`config.mk`:
```
export PLATFORM = sky130hd
export DESIGN_NAME = serial_subtractor_16bit
export DESIGN_NICKNAME = d
export VERILOG_FILES = /design/src/rtl/serial_subtractor_16bit.sv
export SDC_FILE = /design/constraint.sdc
export NUM_CORES = 1
export LEC_CHECK = 0
export CAP_MARGIN = 20
export CORE_MARGIN = 3
export CORE_UTILIZATION = 35
export DETAILED_ROUTE_END_ITERATION = 7
export SLEW_MARGIN = 40
export SYNTH_ARGS = -nofsm -noshare
export SYNTH_HDL_FRONTEND = slang
export SYNTH_SLANG_ARGS = --single-unit
export TNS_END_PERCENT = 20
```
`constraint.sdc`:
```
create_clock -name clk -period 1.46 [get_ports clk]
set_input_delay 0.146 -clock clk [delete_from_list [all_inputs] [get_ports clk]]
set_output_delay 0.146 -clock clk [all_outputs]
set_load 0.03 [all_outputs]
```
`src/rtl/serial_subtractor_16bit.sv`:
```
// serial_subtractor_16bit
//   Bit-serial 16-bit subtractor. It computes d = x + ~y + 1 one bit per clock,
//   LSB first, using a single full-adder cell and a carry flip-flop.
//   An operation is accepted only in IDLE. It then runs for 16 cycles in RUN and
//   spends one cycle in DONE, so the latency is 18 cycles from accept to accept.
//
// Ports
//   clk      clock; all state changes on the rising edge
//   reset_n  asynchronous active-low reset
//   x, y     minuend / subtrahend, sampled on an accepted start
//   start    level-sampled request; ignored outside IDLE
//   d        registered difference x - y (mod 2^16)
//   Bout     registered unsigned borrow (x < y)
//   Ov       registered two's-complement overflow
//   busy     high exactly in RUN
//   done     one-cycle pulse in DONE; d/Bout/Ov are valid in this cycle
module serial_subtractor_16bit (
    input  logic        clk,
    input  logic        reset_n,
    input  logic [15:0] x,
    input  logic [15:0] y,
    input  logic        start,
    output logic [15:0] d,
    output logic        Bout,
    output logic        Ov,
    output logic        busy,
    output logic        done
);

    typedef enum logic [1:0] {StIdle, StRun, StDone} state_e;

    state_e      state_q, state_d;
    logic [15:0] xs_q, xs_d;
    logic [15:0] ys_q, ys_d;
    logic [15:0] rs_q, rs_d;
    logic [15:0] d_q, d_d;
    logic [3:0]  cnt_q, cnt_d;
    logic        c_q, c_d;
    logic        bout_q, bout_d;
    logic        ov_q, ov_d;
    logic        yb;
    logic        sum;
    logic        cout;

    // Full-adder cell on the current LSBs, with the subtrahend bit inverted
    always_comb begin
        yb   = ~ys_q[0];
        sum  = xs_q[0] ^ yb ^ c_q;
        cout = (xs_q[0] & yb) | (c_q & (xs_q[0] ^ yb));
    end

    always_comb begin
        state_d = state_q;
        xs_d    = xs_q;
        ys_d    = ys_q;
        rs_d    = rs_q;
        d_d     = d_q;
        cnt_d   = cnt_q;
        c_d     = c_q;
        bout_d  = bout_q;
        ov_d    = ov_q;

        unique case (state_q)
            StIdle: begin
                if (start) begin
                    xs_d    = x;
                    ys_d    = y;
                    cnt_d   = 4'd0;
                    c_d     = 1'b1;  // the +1 of the two's-complement negation
                    state_d = StRun;
                end
            end
            StRun: begin
                rs_d  = {sum, rs_q[15:1]};
                xs_d  = {1'b0, xs_q[15:1]};
                ys_d  = {1'b0, ys_q[15:1]};
                c_d   = cout;
                cnt_d = cnt_q + 4'd1;  // wraps to 0 on the last bit
                if (cnt_q == 4'd15) begin
                    // The result register is published only when complete
                    d_d     = {sum, rs_q[15:1]};
                    bout_d  = ~cout;
                    ov_d    = c_q ^ cout;
                    state_d = StDone;
                end
            end
            StDone: begin
                state_d = StIdle;
            end
            default: begin
                state_d = StIdle;
            end
        endcase
    end

    always_ff @(posedge clk or negedge reset_n) begin
        if (!reset_n) begin
            state_q <= StIdle;
            xs_q    <= 16'h0000;
            ys_q    <= 16'h0000;
            rs_q    <= 16'h0000;
            d_q     <= 16'h0000;
            cnt_q   <= 4'd0;
            c_q     <= 1'b0;
            bout_q  <= 1'b0;
            ov_q    <= 1'b0;
        end else begin
            state_q <= state_d;
            xs_q    <= xs_d;
            ys_q    <= ys_d;
            rs_q    <= rs_d;
            d_q     <= d_d;
            cnt_q   <= cnt_d;
            c_q     <= c_d;
            bout_q  <= bout_d;
            ov_q    <= ov_d;
        end
    end

    assign d    = d_q;
    assign Bout = bout_q;
    assign Ov   = ov_q;
    assign busy = (state_q == StRun);
    assign done = (state_q == StDone);

endmodule
```
After elaboration in Yosys (flattened, before gate mapping)
Index checks and enable logic that the tools add are counted.
W data, S select, Z words.
{"block": "op_classes", "n_addsub": 1, "mul": 0, "n_div": 0, "magnitude_cmp": 0, "eq_ne": 5, "n_shift": 0, "mux": 11, "n_bitwise": 8, "n_reduce_logical": 5}
{"operator": "$pmux W16 S2", "count": 2}
{"operator": "$mux W16", "count": 2}
{"operator": "$pmux W4 S2", "count": 1}
{"operator": "$reduce_and A2 Y1", "count": 3}
{"operator": "$add A4 B1 Y4 const B", "count": 1}
{"operator": "$eq A4 B4 Y1 const B", "count": 1}
{"operator": "$mux W2", "count": 2}
{"operator": "$mux W4", "count": 1}
{"operator": "$pmux W2 S2", "count": 1}
{"operator": "$xor A1 B1 Y1", "count": 3}
{"operator": "$and A1 B1 Y1", "count": 2}
{"operator": "$eq A2 B1 Y1 const B", "count": 1}
{"operator": "$eq A2 B2 Y1 const B", "count": 1}
{"operator": "$logic_not A2 Y1", "count": 1}
{"operator": "$ne A2 B1 Y1 const B", "count": 1}
{"operator": "$ne A2 B2 Y1 const B", "count": 1}
{"operator": "$not A1 Y1", "count": 2}
{"operator": "$pmux W1 S2", "count": 1}
{"operator": "$reduce_bool A2 Y1", "count": 1}
{"operator": "$mux W1", "count": 1}
{"operator": "$or A1 B1 Y1", "count": 1}
{"block": "word_totals", "ff_bits": 73, "latchBits": 0, "ramBits": 0, "romBits": 0, "inputBits": 35, "out_inout_bits": 20, "word_cells": 39, "memories": 0}

Depth between registers and ports, before layout
Gate-level depths: netlist (run 1).
{"block": "logic_depth", "ltp_word": 5, "mapped_depth": 6, "ltp_nobuf": 4}

Least setup slack after synthesis (run 1)
Ideal clock, no wire load.
{"block": "synth_timing", "path_kind": "flip-flop to flip-flop", "from": "register cnt_q[0]", "to": "register d_q[10] (netlist: d[10])", "setup_ns": 0.125, "arrival_time_ns": 1.330, "required_ns": 1.335, "slack_ns": 0.005, "path_stages_with_launch": 6, "path_buffers": 1, "synth_period_minus_slack_ns": 1.455, "cell_sequence": "dfrtp_1 -> ha_1 -> nand3_4 -> nor2_8 -> buf_12 -> mux2_4"}
{"block": "synth_between", "elab_chain_cells": 2}
{"element": "start, declared", "line_no": "37", "text": "logic [3:0] cnt_q, cnt_d;"}
{"element": "start signal, assigned", "line_no": "113", "text": "cnt_q <= cnt_d;"}
{"element": "$eq A4 B4 Y1", "line_no": "79", "text": "if (cnt_q == 4'd15) begin"}
{"element": "$reduce_and A2 Y1 (no line)"}
{"element": "end signal, assigned", "line_no": "102", "text": "d_q <= 16'h0000;"}
{"element": "end signal, assigned", "line_no": "112", "text": "d_q <= d_d;"}
{"element": "end, declared", "line_no": "36", "text": "logic [15:0] d_q, d_d;"}
No other way between the ends.
A chain may end at the register's enable or synchronous reset.

Final worst setup path (run 1)
{"block": "layout_timing", "from": "register state_q[1]", "to": "register d_q[1] (netlist: d[1])"}
{"block": "layout_between", "elab_chain_cells": 2}
{"element": "start, declared", "line_no": "32", "text": "state_e state_q, state_d;"}
{"element": "start signal, assigned", "line_no": "98", "text": "state_q <= StIdle;"}
{"element": "start signal, assigned", "line_no": "108", "text": "state_q <= state_d;"}
{"element": "$eq A2 B1 Y1", "line_no": "63", "text": "unique case (state_q)"}
{"element": "$reduce_and A2 Y1 (no line)"}
No other way between the ends.

==> results.json, run 1 <==
{
  "run_status": "complete, no violations",
  "switching_power_uw": 3414,
  "dr.pass1.iters": 4,
  "cts_max_path_buffers": 2,
  "clock.fmax_mhz": 685.1,
  "fin_ws_ns": 0.0002920,
  "die_height_um": 102.4,
  "design.core.area_um2": 8891,
  "detail_route.wirelength_mm": 6.951,
  "grt_use_total_pct": 13.94,
  "ys_seq_area_share_pct": 55.36,
  "design.portCount": 55,
  "critical_path_required_time_ns": 1.69,
  "cells_traversed_along_the_worst_timing_path": "nand2b_4 > buf_6 > nor2_8 > buf_12 > mux2_2",
  "ys_seq_elements": 72,
  "routed-via-count": 2444,
  "min_period_ns": 1.460,
  "routabilityCongestion": 0.7534,
  "antenna_cells": 0,
  "synthesis.area_per_instance_um2": 10.64,
  "tritoncts.num_buffers": 9,
  "final-max-slew-violation-count": 0,
  "synth_cell_type_count": 31,
  "post_synth_instance_area_um2": 3254,
  "drc": 0,
  "grt_overflow": 0,
  "antenna_violations_before_repair": 0,
  "report.final.hold_viol_count": 0,
  "timing.critical_path.arrival_ns": 1.69,
  "cp-start-kind": "flop",
  "grt_pass1_vias": 2312,
  "ys.warnings.count": 0,
  "timing.rr.start": "state_q[1]",
  "power_density_nw_per_um2": 2047,
  "drt-wirelength-per-cell_um": 14.30,
  "timing.setup.critical_path_class": "flop to flop",
  "postSynthNetCount": 343,
  "max_cap_viol_count": 0,
  "row_count": 34,
  "floorplan_die_area_um2": 10490,
  "synth_cells": 306,
  "max-slew-margin-rel_pct": 78.59,
  "p_int_uw": 5316,
  "final_nets": 410,
  "clock-sinks": 72,
  "setup_viol": 0,
  "rsz0062_at_grt": "true",
  "final.setup_skew_ns": 0.01144,
  "cts_max_level": 3,
  "setup_ws_pre_cts_ns": -0.04323,
  "clk_pin_slew_ns": 0.09,
  "syn_to_final_growth_pct": 31.06,
  "vias_per_cell": 5.029,
  "route.antenna.remaining_nets": 0,
  "first_pass_grt_wire_length_mm": 11.50,
  "power.ir.vdd_worst_uv": 736.9,
  "layout.cells.most_common": "sky130_fd_sc_hd__dfrtp_1",
  "post-place-cells": 466,
  "worstSkewPairLatency_ns": 0.35,
  "leakagePower_uw": 0.001928,
  "finalCritPeriodShare_pct": 99.98,
  "layout.cells.non_filler": 486,
  "tritoncts_clock_tree": "built",
  "mostFrequentLayoutCells": "72 x sky130_fd_sc_hd__dfrtp_1, 52 x sky130_fd_sc_hd__nand2_1, 33 x sky130_fd_sc_hd__clkdlybuf4s50_1",
  "dp_hpwl_mm": 4.531,
  "clk_pwr_share_pct": 16.8,
  "max_slew.worst_pin.slew_ns": 0.3225,
  "p_sw_share_pct": 39.11,
  "1st_iter_drt_viols": 110,
  "seqPwrFrac_pct": 39.9,
  "port_buffers": 54,
  "grt_max_degree": 57,
  "die_w_um": 102.4,
  "cp_max_fo": 9,
  "critPathMaxStageDelay_ns": 0.42,
  "p_comb_share_pct": 43.2,
  "hold_class": "input port to async pin",
  "worstSetupStartpoint": "state_q[1]",
  "final_layout_size_suffix_gt1_share_pct": 17.46,
  "slowest_stage": "sky130_fd_sc_hd__dfrtp_1",
  "endpoint_kind": "flop",
  "clock-root-buffer": "sky130_fd_sc_hd__clkbuf_8",
  "start_util_pct": 36.60
}
[repair_timing]
action | 4_1_cts | 5_1_grt
setup buffers | 0 | 3
endpoints found under the setup margin | 20 | 19
resized for setup | 23 | 11
endpoints found under the hold margin | 53 | 0
pin swaps | 0 | 0
gates cloned | 0 | 0
hold buffers | 1 | 0
[sequential cells by signal, summed over array words and instances, names as in the netlist]
register,count
d,16
xs_q,16
ys_q,16
rs_q,15
cnt_q,4
state_q,2
Bout,1
Ov,1
c_q,1
[worst max-delay path, delay by kind of cell, from the launching register on]
kind,cells,cell delay (ns)
buf+inv,2,0.28
flops,1,0.42
mux,1,0.33
simple gates,2,0.32
[Yosys cell counts]
cell,number,share of area [%]
sky130_fd_sc_hd__ha_1,1,0.38
sky130_fd_sc_hd__clkbuf_1,10,1.2
sky130_fd_sc_hd__nand3_4,1,0.54
sky130_fd_sc_hd__mux2_4,8,3.7
sky130_fd_sc_hd__nand2_1,52,6.0
sky130_fd_sc_hd__a31oi_1,1,0.19
sky130_fd_sc_hd__nand3_1,1,0.15
sky130_fd_sc_hd__nand2b_1,1,0.19
sky130_fd_sc_hd__o22ai_1,1,0.19
sky130_fd_sc_hd__buf_4,4,0.92
sky130_fd_sc_hd__dfrtp_1,72,55
sky130_fd_sc_hd__and2b_1,1,0.23
sky130_fd_sc_hd__a22oi_1,30,6.9
sky130_fd_sc_hd__o21bai_1,1,0.23
sky130_fd_sc_hd__inv_1,2,0.23
sky130_fd_sc_hd__inv_2,1,0.12
sky130_fd_sc_hd__a22o_1,2,0.54
sky130_fd_sc_hd__buf_12,1,0.62
sky130_fd_sc_hd__a41oi_1,2,0.54
sky130_fd_sc_hd__a21oi_1,28,4.3
sky130_fd_sc_hd__fa_1,1,0.62
sky130_fd_sc_hd__nor2_1,3,0.35
sky130_fd_sc_hd__buf_2,6,0.92
sky130_fd_sc_hd__o21ai_1,1,0.15
sky130_fd_sc_hd__o22a_1,1,0.27
sky130_fd_sc_hd__xor2_1,1,0.27
sky130_fd_sc_hd__mux2i_1,1,0.31
sky130_fd_sc_hd__nor2_8,1,0.62
sky130_fd_sc_hd__nor2b_1,30,5.8
sky130_fd_sc_hd__o21ai_0,31,4.8
sky130_fd_sc_hd__mux2_2,10,3.5
[power by group through the flow]
stage	Clock, uW	Sequential (uW)	Combinational (uW)
4_1_cts	1530	3480	3670
2_1_floorplan	0	3820	2060
6_report	1470	3480	3780
3_3_place_gp	0	3490	3710
3_5_place_dp	0	3510	3790
5_1_grt	1640	3610	4190
[logic make-up after synthesis]
kind of cell,Yosys count,share of synthesized area (%)
simple gates,90,13.84
compound gates,98,18.11
flops,72,55.36
buf+inv,24,3.960
fa+ha+maj,2,0.9996
xor+xnor,1,0.2692
mux,19,7.459
[layout make-up]
type | instances | area, um^2
Clock buffer | 9 | 123.9
Clock inverter | 7 | 60.06
Sequential cell | 72 | 1802
Tap cell | 108 | 135.1
Inverter | 3 | 16.27
Fill cell | 837 | 4626
Multi-Input combinational cell | 210 | 1356
Timing Repair Buffer | 77 | 772.0
[per-stage QoR]
stage	area [um^2]	total power [uW]	TNS, ns	hold slack (ns)	utilization (%)
floorplan	3254	5871	0	-0.1496	-
global placement	4013	7205	0	0.02886	45.13
detailed placement	4013	7298	-0.1900	0.03183	45.13
CTS	4202	8689	-0.07276	0.1853	47.26
global route	4265	9444	-0.3887	0.1993	47.97
finish	4265	8731	0	0.1936	47.97
[worst paths after layout]
check	endpoint	slack, ns	cells after the start
setup / recovery	d[1]	0.0003	5
hold / removal	d[12]	0.19	2
setup reg to reg	d[1]	0.0003	5
hold reg to reg	rs_q[1]	0.49	2
max in group asynchronous	xs_q[12]	0.68	3
min in group clk	ys_q[12]	0.42	3
[routing by layer]
layer  GRT usage, %  up-vias  share of wire (%)
li1               -     1202                  -
met1          19.01     1183                 47
met2          21.90       53                 48
met3          4.573        6                4.7
met4          2.725        0               0.69
met5              0        -                  0
Note: power is estimated with default switching activity, not from simulation.
==> run 2: changes to the inputs <==
--- a/config.mk
+++ b/config.mk
@@ -5,6 +5,7 @@
 export SDC_FILE = /design/constraint.sdc
 export NUM_CORES = 1
 export LEC_CHECK = 0
+export ABC_CLOCK_PERIOD_IN_PS = 1460
 export CAP_MARGIN = 20
 export CORE_MARGIN = 3
 export CORE_UTILIZATION = 35
==> constraint.sdc (replaced) <==
create_clock -name clk -period 1.46 [get_ports clk]
set_input_delay 0.146 -clock clk [delete_from_list [all_inputs] [get_ports clk]]
set_output_delay 0.146 -clock clk [all_outputs]
set_load 0.02 [all_outputs]
==> run 2 against run 1 <==
Against the previous run:
- global-route usage rose by 1.1 points
- routed wire length rose by 11%
- power fell by 0.32%
- sequential share of layout area fell by 1.2 points
- register-to-register slack improved by 0.04 ns
- sequential power barely moved
- critical path depth rose by 1
- non-clock buffer count rose by 10
- final cell count rose by 2.1%
- flip-flop and latch count did not move
- critical path type unchanged
- largest power group unchanged
==> results.json, run 2 (same netlist as run 1, synthesis figures left out) <==
{
  "run_status": "complete, no violations",
  "critPathMostFrequentCell": "sky130_fd_sc_hd__buf_6",
  "clock-root-buffer": "sky130_fd_sc_hd__clkbuf_8",
  "grt_max_degree": 35,
  "endpoint_kind": "flop",
  "leakagePower_uw": 0.001987,
  "slowest_stage": "sky130_fd_sc_hd__dfrtp_1",
  "first_pass_grt_wire_length_mm": 12.43,
  "dp_hpwl_mm": 4.994,
  "routabilityCongestion": 0.7330,
  "min_period_ns": 1.416,
  "max-slew-margin-rel_pct": 66.78,
  "report.final.hold_viol_count": 0,
  "cts_max_level": 3,
  "die_height_um": 102.4,
  "rsz0062_at_grt": "true",
  "syn_to_final_growth_pct": 34.83,
  "port_buffers": 54,
  "setup_viol": 0,
  "vias_per_cell": 5.151,
  "critical_path_required_time_ns": 1.74,
  "tritoncts.num_buffers": 9,
  "layout.cells.most_common": "sky130_fd_sc_hd__dfrtp_1",
  "cp_max_fo": 12,
  "cp-start-kind": "flop",
  "floorplan_die_area_um2": 10490,
  "power_density_nw_per_um2": 1983,
  "clock.fmax_mhz": 706.3,
  "dr.pass1.iters": 4,
  "die_w_um": 102.4,
  "tritoncts_clock_tree": "built",
  "cts_max_path_buffers": 2,
  "final-max-slew-violation-count": 0,
  "report.power.total_uw": 8702,
  "hold_slack_ns": 0.2523,
  "design.portCount": 55,
  "finalCritPeriodShare_pct": 96.98,
  "max_cap_viol_count": 0,
  "fin_setup_tns_ns": 0,
  "detail_route.wirelength_mm": 7.690,
  "final_layout_size_suffix_gt1_share_pct": 20.10,
  "worstSkewPairLatency_ns": 0.35,
  "design.core.area_um2": 8891,
  "max_slew.worst_pin.slew_ns": 0.4973,
  "critPathMaxStageDelay_ns": 0.42,
  "routed-via-count": 2555,
  "final.setup_skew_ns": 0.01164,
  "worstSetupStartpoint": "state_q[1]",
  "hold_class": "input port to async pin",
  "mostFrequentLayoutCells": "71 x sky130_fd_sc_hd__dfrtp_1, 52 x sky130_fd_sc_hd__nand2_1, 33 x sky130_fd_sc_hd__clkdlybuf4s50_1",
  "grt_use_total_pct": 15.00,
  "clock-sinks": 72,
  "row_count": 34,
  "timing.setup.critical_path_class": "flop to flop",
  "drt-wirelength-per-cell_um": 15.50,
  "timing.critical_path.arrival_ns": 1.69,
  "drc": 0,
  "grt_overflow": 0,
  "antenna_violations_before_repair": 0,
  "clk_pin_slew_ns": 0.09,
  "grt_pass1_vias": 2535,
  "antenna_cells": 0,
  "critPathBufInv": 3,
  "1st_iter_drt_viols": 104,
  "power.ir.vdd_worst_uv": 701.4,
  "final_nets": 420,
  "route.antenna.remaining_nets": 0,
  "start_util_pct": 36.60,
  "cells_traversed_along_the_worst_timing_path": "buf_6 > buf_12 > nor2b_4 > buf_6 > a21oi_1 > o21ai_0",
  "timing.rr.start": "state_q[1]",
  "critPathTopFamily": "buffers and inverters"
}
[run 2: cell types whose count changed in the layout (fill, tap and decap cells not counted), moves of 2 or more]
cell                        delta
sky130_fd_sc_hd__buf_4         +4
sky130_fd_sc_hd__mux2_4        -3
sky130_fd_sc_hd__o21ai_0      -18
sky130_fd_sc_hd__buf_2         +2
sky130_fd_sc_hd__clkbuf_16     +3
sky130_fd_sc_hd__mux2_2        +3
sky130_fd_sc_hd__o21ai_1      +18
[run 2: final timing paths]
| kind | slack, ns | cells past startpoint | endpoint |
|---|---|---|---|
| max | 0.04 | 6 | ys_q[8] |
| max in group asynchronous | 0.69 | 3 | xs_q[13] |
| max reg2reg | 0.04 | 6 | ys_q[8] |
| min reg2reg | 0.49 | 2 | ys_q[3] |
| min | 0.25 | 2 | d[10] |
| min in group clk | 0.41 | 3 | ys_q[12] |
[run 2: per-layer routing]
layer	GRT usage (%)	vias to the layer above	part of all wire, %
li1	-	1221	-
met1	20.68	1246	45
met2	23.93	79	49
met3	3.003	9	4.6
met4	4.541	0	0.92
met5	0	-	0
[run 2: worst register-to-register path: stages, from the launching register on]
cell and delay [ns]:
sky130_fd_sc_hd__dfrtp_1 0.42, sky130_fd_sc_hd__buf_6 0.15, sky130_fd_sc_hd__buf_12 0.14, sky130_fd_sc_hd__nor2b_4 0.23, sky130_fd_sc_hd__buf_6 0.19, sky130_fd_sc_hd__a21oi_1 0.07
sky130_fd_sc_hd__o21ai_0 0.14
[run 2: metrics by stage]
stage | utilization [%] | worst slack [ns] | instance area [um^2] | instances
6_report | 49.35 | 0.04409 | 4388 | 496
5_1_grt | 49.35 | -0.01697 | 4388 | 496
4_1_cts | 47.42 | -0.03487 | 4217 | 487
3_5_place_dp | 45.52 | -0.03351 | 4048 | 470
3_3_place_gp | 45.52 | -0.02049 | 4048 | 470
2_1_floorplan | - | 0.005197 | 3254 | 306
[run 2: area by class of cell]
cell class | count | area [um^2]
clock inverters | 7 | 60.06
flip-flops and latches | 72 | 1803
repair buffers | 87 | 898.4
inverters | 3 | 11.26
clock buffers | 9 | 123.9
multi-input cells | 210 | 1356
well taps | 108 | 135.1
fillers | 824 | 4503
[run 2: repair_timing]
action,CTS,global route
cloned,0,4
hold buffers,1,0
endpoints found under the hold margin,24,0
pin swaps,0,2
endpoints found under the setup margin,39,46
resized for setup,28,29
setup buffers,0,6
[run 2: power breakdown]
group | internal [uW] | switching [uW]
registers | 2880 | 635
logic | 1860 | 1860
clock network | 645 | 830
total | 5380 | 3320
==> run 3: changes to the inputs <==
--- a/config.mk
+++ b/config.mk
@@ -10,8 +10,8 @@
 export CORE_MARGIN = 3
 export CORE_UTILIZATION = 35
 export DETAILED_ROUTE_END_ITERATION = 7
+export PLACE_DENSITY = 0.64
 export SLEW_MARGIN = 40
 export SYNTH_ARGS = -nofsm -noshare
 export SYNTH_HDL_FRONTEND = slang
 export SYNTH_SLANG_ARGS = --single-unit
-export TNS_END_PERCENT = 20
==> run 3 against run 2 <==
Against the previous run:
- setup slack improved by 0.038 ns
- worst hold slack got worse by 0.0012 ns
- clock power fell by 3%
- die area did not move
- register-to-register slack improved by 0.04 ns
- global-route usage fell by 0.95 points
- clock skew barely moved
- routed wire length fell by 9.4%
- first-iteration DRC count rose by 21%
- critical path depth fell by 1
- critical endpoint is now d[1]
==> results.json, run 3 (same netlist as run 1, synthesis figures left out) <==
{
  "finalCritPeriodShare_pct": 94.37,
  "cp_max_fo": 10,
  "drc": 0,
  "report.power.total_uw": 8351,
  "min_period_ns": 1.378,
  "critical_path_required_time_ns": 1.68,
  "antenna_violations_before_repair": 0,
  "post-route-util_pct": 47.65,
  "design.portCount": 55,
  "final_layout_size_suffix_gt1_share_pct": 17.99,
  "drt-wirelength-per-cell_um": 14.34,
  "first_pass_grt_wire_length_mm": 11.50,
  "max_cap_viol_count": 0,
  "critPathMaxStageDelay_ns": 0.40,
  "layout.cells.non_filler": 486,
  "routabilityCongestion": 0.7142,
  "max-slew-margin-rel_pct": 77.58,
  "r2r_setup_slack_ns": 0.08,
  "cts_max_path_buffers": 2,
  "1st_iter_drt_viols": 126,
  "clock-root-buffer": "sky130_fd_sc_hd__clkbuf_8",
  "hold_class": "input port to async pin",
  "layout.cells.most_common": "sky130_fd_sc_hd__dfrtp_1",
  "final_nets": 410,
  "post-place-cells": 468,
  "clock-sinks": 72,
  "design.core.area_um2": 8891,
  "timing.critical_path.arrival_ns": 1.60,
  "syn_to_final_growth_pct": 30.18,
  "antenna_cells": 0,
  "route.antenna.remaining_nets": 0,
  "grt_pass1_vias": 2320,
  "cells_traversed_along_the_worst_timing_path": "ha_4 > nand3_4 > nor2_8 > buf_12 > mux2_2",
  "detail_route.wirelength_mm": 6.969,
  "power.ir.vdd_worst_uv": 900.3,
  "die_w_um": 102.4,
  "worstSkewPairLatency_ns": 0.34,
  "worstSetupStartpoint": "cnt_q[0]",
  "setup_viol": 0,
  "tritoncts_clock_tree": "built",
  "timing.setup.critical_path_class": "flop to flop",
  "slowest_stage": "sky130_fd_sc_hd__dfrtp_1",
  "port_buffers": 54,
  "leakagePower_uw": 0.001957,
  "routed-via-count": 2394,
  "cts_max_level": 3,
  "clock.fmax_mhz": 725.8,
  "grt_use_total_pct": 14.05,
  "report.final.hold_viol_count": 0,
  "grt_overflow": 0,
  "vias_per_cell": 4.926,
  "cp-start-kind": "flop",
  "max_slew.worst_pin.slew_ns": 0.3363,
  "floorplan_die_area_um2": 10490,
  "timing.rr.start": "cnt_q[0]",
  "clk_pin_slew_ns": 0.08,
  "rsz0062_at_grt": "false",
  "hold_slack_ns": 0.2512,
  "run_status": "complete, no violations",
  "start_util_pct": 36.60,
  "final-max-slew-violation-count": 0,
  "mostFrequentLayoutCells": "72 x sky130_fd_sc_hd__dfrtp_1, 52 x sky130_fd_sc_hd__nand2_1, 33 x sky130_fd_sc_hd__clkdlybuf4s50_1",
  "dp_hpwl_mm": 4.682,
  "grt_max_degree": 48,
  "die_height_um": 102.4,
  "row_count": 34,
  "power_density_nw_per_um2": 1971,
  "final.setup_skew_ns": 0.01144,
  "dr.pass1.iters": 4,
  "tritoncts.num_buffers": 9,
  "endpoint_kind": "flop"
}
## run 3: power breakdown
part | internal (uW) | switching (uW)
logic | 1680 | 1750
clock network | 665 | 757
registers | 2880 | 618
total | 5220 | 3130
## run 3: metal layers
| layer | wire (um) | vias up | GRT usage [%] |
|---|---|---|---|
| li1 | - | 1202 | - |
| met1 | 3250 | 1133 | 19.21 |
| met2 | 3339 | 55 | 21.85 |
| met3 | 324 | 4 | 3.618 |
| met4 | 55 | 0 | 4.541 |
| met5 | 0 | - | 0 |
## run 3: stage by stage
stage / setup WS, ns / instance area [um^2] / setup TNS (ns)
after floorplan: 0.005197 / 3254 / 0
after global placement: -0.06912 / 4020 / -0.1100
after detailed placement: -0.04839 / 4020 / -0.2508
after CTS: 0.001190 / 4203 / 0
after global routing: 0.004760 / 4237 / 0
final: 0.08223 / 4237 / 0
## run 3: final cells by class
cell class | instances | area, um^2
fill | 826 | 4654
sequential | 72 | 1802
multi-input combinational | 210 | 1355
timing repair buffer | 77 | 753.2
clock buffer | 10 | 137.6
tap | 108 | 135.1
clock inverter | 6 | 42.54
inverter | 3 | 11.26
## run 3: path summary, 6_finish.rpt
| path | endpoint | cells past startpoint |
|---|---|---|
| worst max-delay path | d[1] | 5 |
| worst min-delay path | d[14] | 2 |
| worst max register to register | d[1] | 5 |
| worst min register to register | rs_q[1] | 2 |
| max in group asynchronous | cnt_q[2] | 3 |
| min in group clk | ys_q[15] | 3 |
## run 3: repair_timing
item | CTS | global route
resized for setup | 25 | 10
hold buffers | 1 | 0
pin swaps | 0 | 1
endpoints found under the hold margin | 25 | 0
setup endpoints to repair | 16 | 20
setup buffers | 0 | 1
## run 3: critical path, delay by kind of cell, from the launching register on
family	cells	cell delay [ns]
flops	1	0.40
mux	1	0.34
simple gates	2	0.22
fa+ha+maj	1	0.16
buf+inv	1	0.15
